## src/rtl/lock_access_controller.sv

```systemverilog
`default_nettype none
// ============================================================================
// Module   : lock_access_controller
// Brief    : 4-digit keypad lock with consecutive-failure lockout, entry
//            timeout and registered status outputs. Defining LOCK_PROG_EN
//            enables reprogramming of the code from the OPEN state.
// Revision : 1.0 - initial release
// ============================================================================
module lock_access_controller #(
    parameter logic [7:0] CODE_DEFAULT   = 8'h2D,
    parameter int         MAX_FAIL       = 3,
    parameter int         LOCKOUT_CYCLES = 16,
    parameter int         OPEN_CYCLES    = 8,
    parameter int         TIMEOUT_CYCLES = 32
) (
    input  logic       clk,
    input  logic       rst,
    input  logic [3:0] btn,
    input  logic       prog_req,
    output logic       unlock,
    output logic       locked_out,
    output logic       entry_busy,
    output logic       prog_active,
    output logic [1:0] fail_cnt
);

    localparam int C_TMAX_OL = (OPEN_CYCLES > LOCKOUT_CYCLES) ? OPEN_CYCLES : LOCKOUT_CYCLES;
    localparam int C_TMAX    = (C_TMAX_OL > TIMEOUT_CYCLES) ? C_TMAX_OL : TIMEOUT_CYCLES;
    localparam int C_TW      = $clog2(C_TMAX + 1);

    typedef enum logic [2:0] {
        ST_IDLE    = 3'd0,
        ST_ENTRY   = 3'd1,
        ST_OPEN    = 3'd2,
        ST_LOCKOUT = 3'd3,
        ST_PROG    = 3'd4
    } state_t;

    state_t          r_state, w_state_n;
    logic [3:0]      r_btn_d;
    logic [1:0]      r_idx, w_idx_n;
    logic            r_mismatch, w_mismatch_n;
    logic [C_TW-1:0] r_timer, w_timer_n;
    logic [1:0]      r_fail, w_fail_n;
    logic [7:0]      w_code;

    logic [3:0]      w_evt;
    logic            w_any;
    logic            w_valid;
    logic [1:0]      w_digit;
    logic [1:0]      w_code_digit;
    logic            w_key_bad;
    logic            w_miss_all;
    logic [1:0]      w_fail_inc;
    logic            w_timer_exp;

`ifdef LOCK_PROG_EN
    logic [7:0]      r_code, w_code_n;
    logic [5:0]      r_new_code, w_new_code_n;

    assign w_code = r_code;
`else
    logic            w_unused_prog_req;

    assign w_code            = CODE_DEFAULT;
    assign w_unused_prog_req = prog_req;
`endif

    // Rising-edge detection: a held button yields exactly one key event.
    assign w_evt       = btn & ~r_btn_d;
    assign w_any       = |w_evt;
    assign w_valid     = w_any && ((w_evt & (w_evt - 4'd1)) == 4'd0);
    assign w_digit     = {w_evt[3] | w_evt[2], w_evt[3] | w_evt[1]};
    assign w_key_bad   = !w_valid || (w_digit != w_code_digit);
    assign w_miss_all  = r_mismatch | w_key_bad;
    assign w_fail_inc  = r_fail + 2'd1;
    assign w_timer_exp = (r_timer == C_TW'(1));
    assign fail_cnt    = r_fail;

    always_comb begin
        case (r_idx)
            2'd0:    w_code_digit = w_code[7:6];
            2'd1:    w_code_digit = w_code[5:4];
            2'd2:    w_code_digit = w_code[3:2];
            default: w_code_digit = w_code[1:0];
        endcase
    end

    always_comb begin
        w_state_n    = r_state;
        w_idx_n      = r_idx;
        w_mismatch_n = r_mismatch;
        w_timer_n    = r_timer;
        w_fail_n     = r_fail;
`ifdef LOCK_PROG_EN
        w_code_n     = r_code;
        w_new_code_n = r_new_code;
`endif
        case (r_state)
            ST_IDLE: begin
                if (w_any) begin
                    w_state_n    = ST_ENTRY;
                    w_idx_n      = 2'd1;
                    w_mismatch_n = w_key_bad;
                    w_timer_n    = C_TW'(TIMEOUT_CYCLES);
                end
            end
            ST_ENTRY: begin
                if (w_any) begin
                    if (r_idx == 2'd3) begin
                        w_idx_n      = 2'd0;
                        w_mismatch_n = 1'b0;
                        if (!w_miss_all) begin
                            w_state_n = ST_OPEN;
                            w_fail_n  = 2'd0;
                            w_timer_n = C_TW'(OPEN_CYCLES);
                        end else begin
                            w_fail_n = w_fail_inc;
                            if (w_fail_inc == 2'(MAX_FAIL)) begin
                                w_state_n = ST_LOCKOUT;
                                w_timer_n = C_TW'(LOCKOUT_CYCLES);
                            end else begin
                                w_state_n = ST_IDLE;
                                w_timer_n = '0;
                            end
                        end
                    end else begin
                        w_idx_n      = r_idx + 2'd1;
                        w_mismatch_n = w_miss_all;
                        w_timer_n    = C_TW'(TIMEOUT_CYCLES);
                    end
                end else if (w_timer_exp) begin
                    w_state_n    = ST_IDLE;
                    w_idx_n      = 2'd0;
                    w_mismatch_n = 1'b0;
                    w_timer_n    = '0;
                end else begin
                    w_timer_n = r_timer - C_TW'(1);
                end
            end
            ST_OPEN: begin
`ifdef LOCK_PROG_EN
                if (prog_req) begin
                    w_state_n = ST_PROG;
                    w_idx_n   = 2'd0;
                    w_timer_n = C_TW'(TIMEOUT_CYCLES);
                end else
`endif
                if (w_timer_exp) begin
                    w_state_n = ST_IDLE;
                    w_timer_n = '0;
                end else begin
                    w_timer_n = r_timer - C_TW'(1);
                end
            end
            ST_LOCKOUT: begin
                if (w_timer_exp) begin
                    w_state_n = ST_IDLE;
                    w_fail_n  = 2'd0;
                    w_timer_n = '0;
                end else begin
                    w_timer_n = r_timer - C_TW'(1);
                end
            end
`ifdef LOCK_PROG_EN
            ST_PROG: begin
                if (w_any) begin
                    if (!w_valid) begin
                        w_state_n = ST_IDLE;
                        w_idx_n   = 2'd0;
                        w_timer_n = '0;
                    end else if (r_idx == 2'd3) begin
                        // New code only takes effect once all four digits are in.
                        w_code_n  = {r_new_code, w_digit};
                        w_state_n = ST_IDLE;
                        w_idx_n   = 2'd0;
                        w_timer_n = '0;
                    end else begin
                        w_new_code_n = {r_new_code[3:0], w_digit};
                        w_idx_n      = r_idx + 2'd1;
                        w_timer_n    = C_TW'(TIMEOUT_CYCLES);
                    end
                end else if (w_timer_exp) begin
                    w_state_n = ST_IDLE;
                    w_idx_n   = 2'd0;
                    w_timer_n = '0;
                end else begin
                    w_timer_n = r_timer - C_TW'(1);
                end
            end
`endif
            default: begin
                w_state_n    = ST_IDLE;
                w_idx_n      = 2'd0;
                w_mismatch_n = 1'b0;
                w_timer_n    = '0;
            end
        endcase
    end

    always_ff @(posedge clk or posedge rst) begin
        if (rst) begin
            r_state    <= ST_IDLE;
            r_btn_d    <= 4'd0;
            r_idx      <= 2'd0;
            r_mismatch <= 1'b0;
            r_timer    <= '0;
            r_fail     <= 2'd0;
            unlock     <= 1'b0;
            locked_out <= 1'b0;
            entry_busy <= 1'b0;
        end else begin
            r_state    <= w_state_n;
            r_btn_d    <= btn;
            r_idx      <= w_idx_n;
            r_mismatch <= w_mismatch_n;
            r_timer    <= w_timer_n;
            r_fail     <= w_fail_n;
            unlock     <= (w_state_n == ST_OPEN);
            locked_out <= (w_state_n == ST_LOCKOUT);
            entry_busy <= (w_state_n == ST_ENTRY) || (w_state_n == ST_PROG);
        end
    end

`ifdef LOCK_PROG_EN
    always_ff @(posedge clk or posedge rst) begin
        if (rst) begin
            r_code      <= CODE_DEFAULT;
            r_new_code  <= 6'd0;
            prog_active <= 1'b0;
        end else begin
            r_code      <= w_code_n;
            r_new_code  <= w_new_code_n;
            prog_active <= (w_state_n == ST_PROG);
        end
    end
`else
    assign prog_active = 1'b0;
`endif

endmodule
`default_nettype wire

```

## config.mk

```make
export PLATFORM = sky130hd
export DESIGN_NAME = lock_access_controller
export DESIGN_NICKNAME = d
export VERILOG_FILES = /design/src/rtl/lock_access_controller.sv
export SDC_FILE = /design/constraint.sdc
export NUM_CORES = 1
export LEC_CHECK = 0
export ABC_CLOCK_PERIOD_IN_PS = 1800
export CELL_PAD_IN_SITES_DETAIL_PLACEMENT = 0
export CELL_PAD_IN_SITES_GLOBAL_PLACEMENT = 1
export CORE_MARGIN = 2
export CORE_UTILIZATION = 42
export CTS_BUF_LIST = sky130_fd_sc_hd__clkbuf_2 sky130_fd_sc_hd__clkbuf_4 sky130_fd_sc_hd__clkbuf_8
export DETAILED_ROUTE_END_ITERATION = 7
export GPL_ROUTABILITY_DRIVEN = 0
export PLACE_DENSITY = 0.8
export SLEW_MARGIN = 20
export SYNTH_ARGS = -nofsm -noshare
export SYNTH_HDL_FRONTEND = slang
export SYNTH_SLANG_ARGS = --single-unit
```

## constraint.sdc

```tcl
create_clock -name clk -period 1.8 [get_ports clk]
set_input_delay 0.36 -clock clk [delete_from_list [all_inputs] [get_ports clk]]
set_output_delay 0.36 -clock clk [all_outputs]
set_load 0.1 [all_outputs]
```

==> results.yml <==
clock_tree:
  path_clk_slew_ns: 0.12
  cts-root-buf: "clkbuf_4"
  cts_hold_buf: 0
  cts_tree: "done"
  cts_buffers: 3
  cts_buffer_depth: 2
  htree_levels: 1
  cts.sinks: 21
  clock_latency_ns: 0.31
critical_path:
  max_stage_delay_ns: 0.47
  cp_common_cell: "o2111a_2"
  arrival_ns: 2.08
  critPathTopFamily: "compound AO/OA/AOI/OAI gates"
  cpMaxStageDelayCell: "dfrtp_2"
  crit_chain: "ha_4 > buf_6 > o2111a_2 > o2111a_2 > a211oi_4 > nor2b_4"
  worstSetupEndpointType: "flip-flop"
  worstSetupPathType: "reg2reg"
  cp-start-kind: "flip-flop"
  r2r_cells: 6
  path_buf_inv: 1
  crit_required_ns: 2.06
  cp_num_cells: 6
  crit_fanout: 4
sta:
  rsz0062_at_grt: "yes"
  skew_ns: 0.00381
  finalHoldViolCount: 0
  fin_ws_ns: -0.0216
  period_share_pct: 101
  finalSetupViolCount: 3
  slew_violations: 0
  holdWs_ns: 0.293
  fmax_mhz: 549
  finalSetupTns_ns: -0.0337
  layout_min_cycle_time_ns: 1.82
die:
  rows: 20
  coreArea_sq_um: 3050
  die_y_microns: 60.6
  start_util_pct: 44.1
  dieWidth_microns: 60.6
  io_pins: 13
  dieArea_sq_um: 3670
synthesis:
  netlist_instances: 130
  synth_seq_area_share_pct: 39.1
  ys_top_cells_by_area: "dfrtp_1, ha_1, a2111oi_4, nor2_1, nor4_4"
  synth_area_per_cell_sq_um: 10.3
  async_reset_ff_share_pct: 100
  synth_edf_count: 0
  synth_common_cells: "dfrtp_1, nor2_1, inv_1"
  synth_top_cell_by_area: "dfrtp_1"
  yosysMostFrequentCell: "dfrtp_1"
  synth_cell_types: 45
  ys_seq_elements: 21
  synth-main-ff-cell: "dfrtp_1"
  yosysWarningCount: 0
  yosys.area.top_type_share_pct: 39.1
  syn_area_sq_um: 1350
layout:
  drive_above_1_share_pct: 41.6
  fill_cells: 254
  n_antenna_cell: 0
  area_delta_synth_final_pct: 43.9
  finalNetCount: 186
  layout.cells.non_filler: 217
  multi_input_area_sq_um: 826
  regArea_sq_um: 529
  final_core_util_pct: 63.4
grt:
  antenna_found_initial: 0
  grt_pass1_wl_mm: 5.18
  grt_max_degree: 22
  track_usage_pct: 19.0
  globalRouteOverflowTotal: 0
  grt_pass1_vias: 1136
routing:
  dr.pass1.iters: 4
  drtIter0Drc: 35
  vias: 1106
  wl_mm: 3.14
  wire_per_inst_microns: 14.5
  drt-vias-per-instance: 5.10
  drc: 0
  antenna_left: 0
outcome:
  violations: "negative setup slack"
  outcome: "complete, but fails checks"
pwr:
  power.density_nw_per_um2: 720
  p_total_mw: 1.39
  vdd_drop_max_mv: 0.388
  p_leak_nw: 0.850
hold_path:
  worstHoldPathType: "in2reg"
  holdPathStages: 1
place:
  placed_cells: 204
  hpwl_mm: 2.28
  port_buffers: 10
job:
  drv.max_cap_violation_count: 0
==> timing repair <==
action,in CTS,in global routing
cloned,0,1
buffers inserted,5,3
setup endpoints to repair,9,9
pin swaps,7,11
resized for setup,17,10
==> cells in the final DEF (no fill, tap or decap), types with 2 or more instances in the layout <==
cell type      netlist  routed
nor2b_1              3       2
nor2_1              12      10
dfrtp_2              0       3
a21oi_1              6       6
inv_1               11      10
clkbuf_4             0       4
nand2b_4             1       2
nor3_1               3       3
a221oi_4             1       2
and2b_4              2       2
dlygate4sd2_1        0       4
nand2_1              8       8
dfrtp_1             21      18
a31oi_1              2       2
o2111a_2             1       2
nor4_4               2       2
o21ai_1              1       2
a21o_1               2       2
nand3_1              4       4
buf_4                1      25
conb_1               1       2
o21ai_0              6       5
or3_4                0       2
buf_12               0       8
nor2b_4              2       3
ha_1                 5       3
a22oi_1              2       2
o32ai_1              2       2
buf_6                2       5
ha_4                 0       2
nor3b_1              2       2
a2111oi_4            2       2
==> metal layers <==
| metal | global-route usage (%) | share of wire [%] |
|---|---|---|
| met5 | 0 | 0 |
| met4 | 4.66 | 0.92 |
| met3 | 2.77 | 4.1 |
| met2 | 32.3 | 50 |
| met1 | 25.7 | 45 |
==> worst paths after layout <==
| path | endpoint | slack [ns] | start |
|---|---|---|---|
| setup / recovery | entry_busy | -0.02 | r_idx[1] |
| hold / removal | r_btn_d[0] | 0.29 | btn[0] |
| setup reg to reg | entry_busy | -0.02 | r_idx[1] |
| hold reg to reg | fail_cnt[0] | 0.55 | fail_cnt[0] |
| max in group asynchronous | r_idx[1] | 1.21 | rst |
| min in group asynchronous | fail_cnt[0] | 0.36 | rst |
==> layout make-up <==
type | instances | area share [%]
clock buffers | 4 | 1.55
inverters | 11 | 2.13
multi-input cells | 93 | 42.7
flip-flops and latches | 21 | 27.3
well taps | 44 | 2.84
repair buffers | 44 | 23.5
==> where the power goes <==
group	total (mW)	internal [mW]	leakage (nW)	switching (mW)
Clock	0.251	0.102	0.0184	0.149
Combinational	0.577	0.265	0.570	0.312
Sequential	0.566	0.514	0.261	0.0523
Total	1.39	0.881	0.850	0.513
==> through the flow <==
step           setup slack, ns  instance area (sq um)
2_1_floorplan           0.0149                   1350
3_3_place_gp            -0.399                   1720
3_5_place_dp            -0.457                   1720
4_1_cts                -0.0755                   1860
5_1_grt                 -0.120                   1940
6_report               -0.0216                   1940
==> state kept, by name, indices dropped and copies added, names as in the netlist <==
register and count:
entry_busy 1, fail_cnt 2, locked_out 1, r_btn_d 4, r_idx 2, r_mismatch 1, r_state 3, r_timer 6
unlock 1
==> kinds of logic (layout without fill, tap and decap cells) <==
group / count (synthesis) / count (layout) / synth area share (%)
AOI/OAI and AO/OA: 38 / 38 / 26.5
adders and majority gates: 5 / 5 / 4.65
buffers and inverters: 17 / 59 / 6.42
DFF: 21 / 21 / 39.1
muxes: 1 / 1 / 0.744
other: 1 / 2 / 0.279
and+or+nand+nor: 47 / 47 / 22.3
Power figures use the tool's default switching activity.
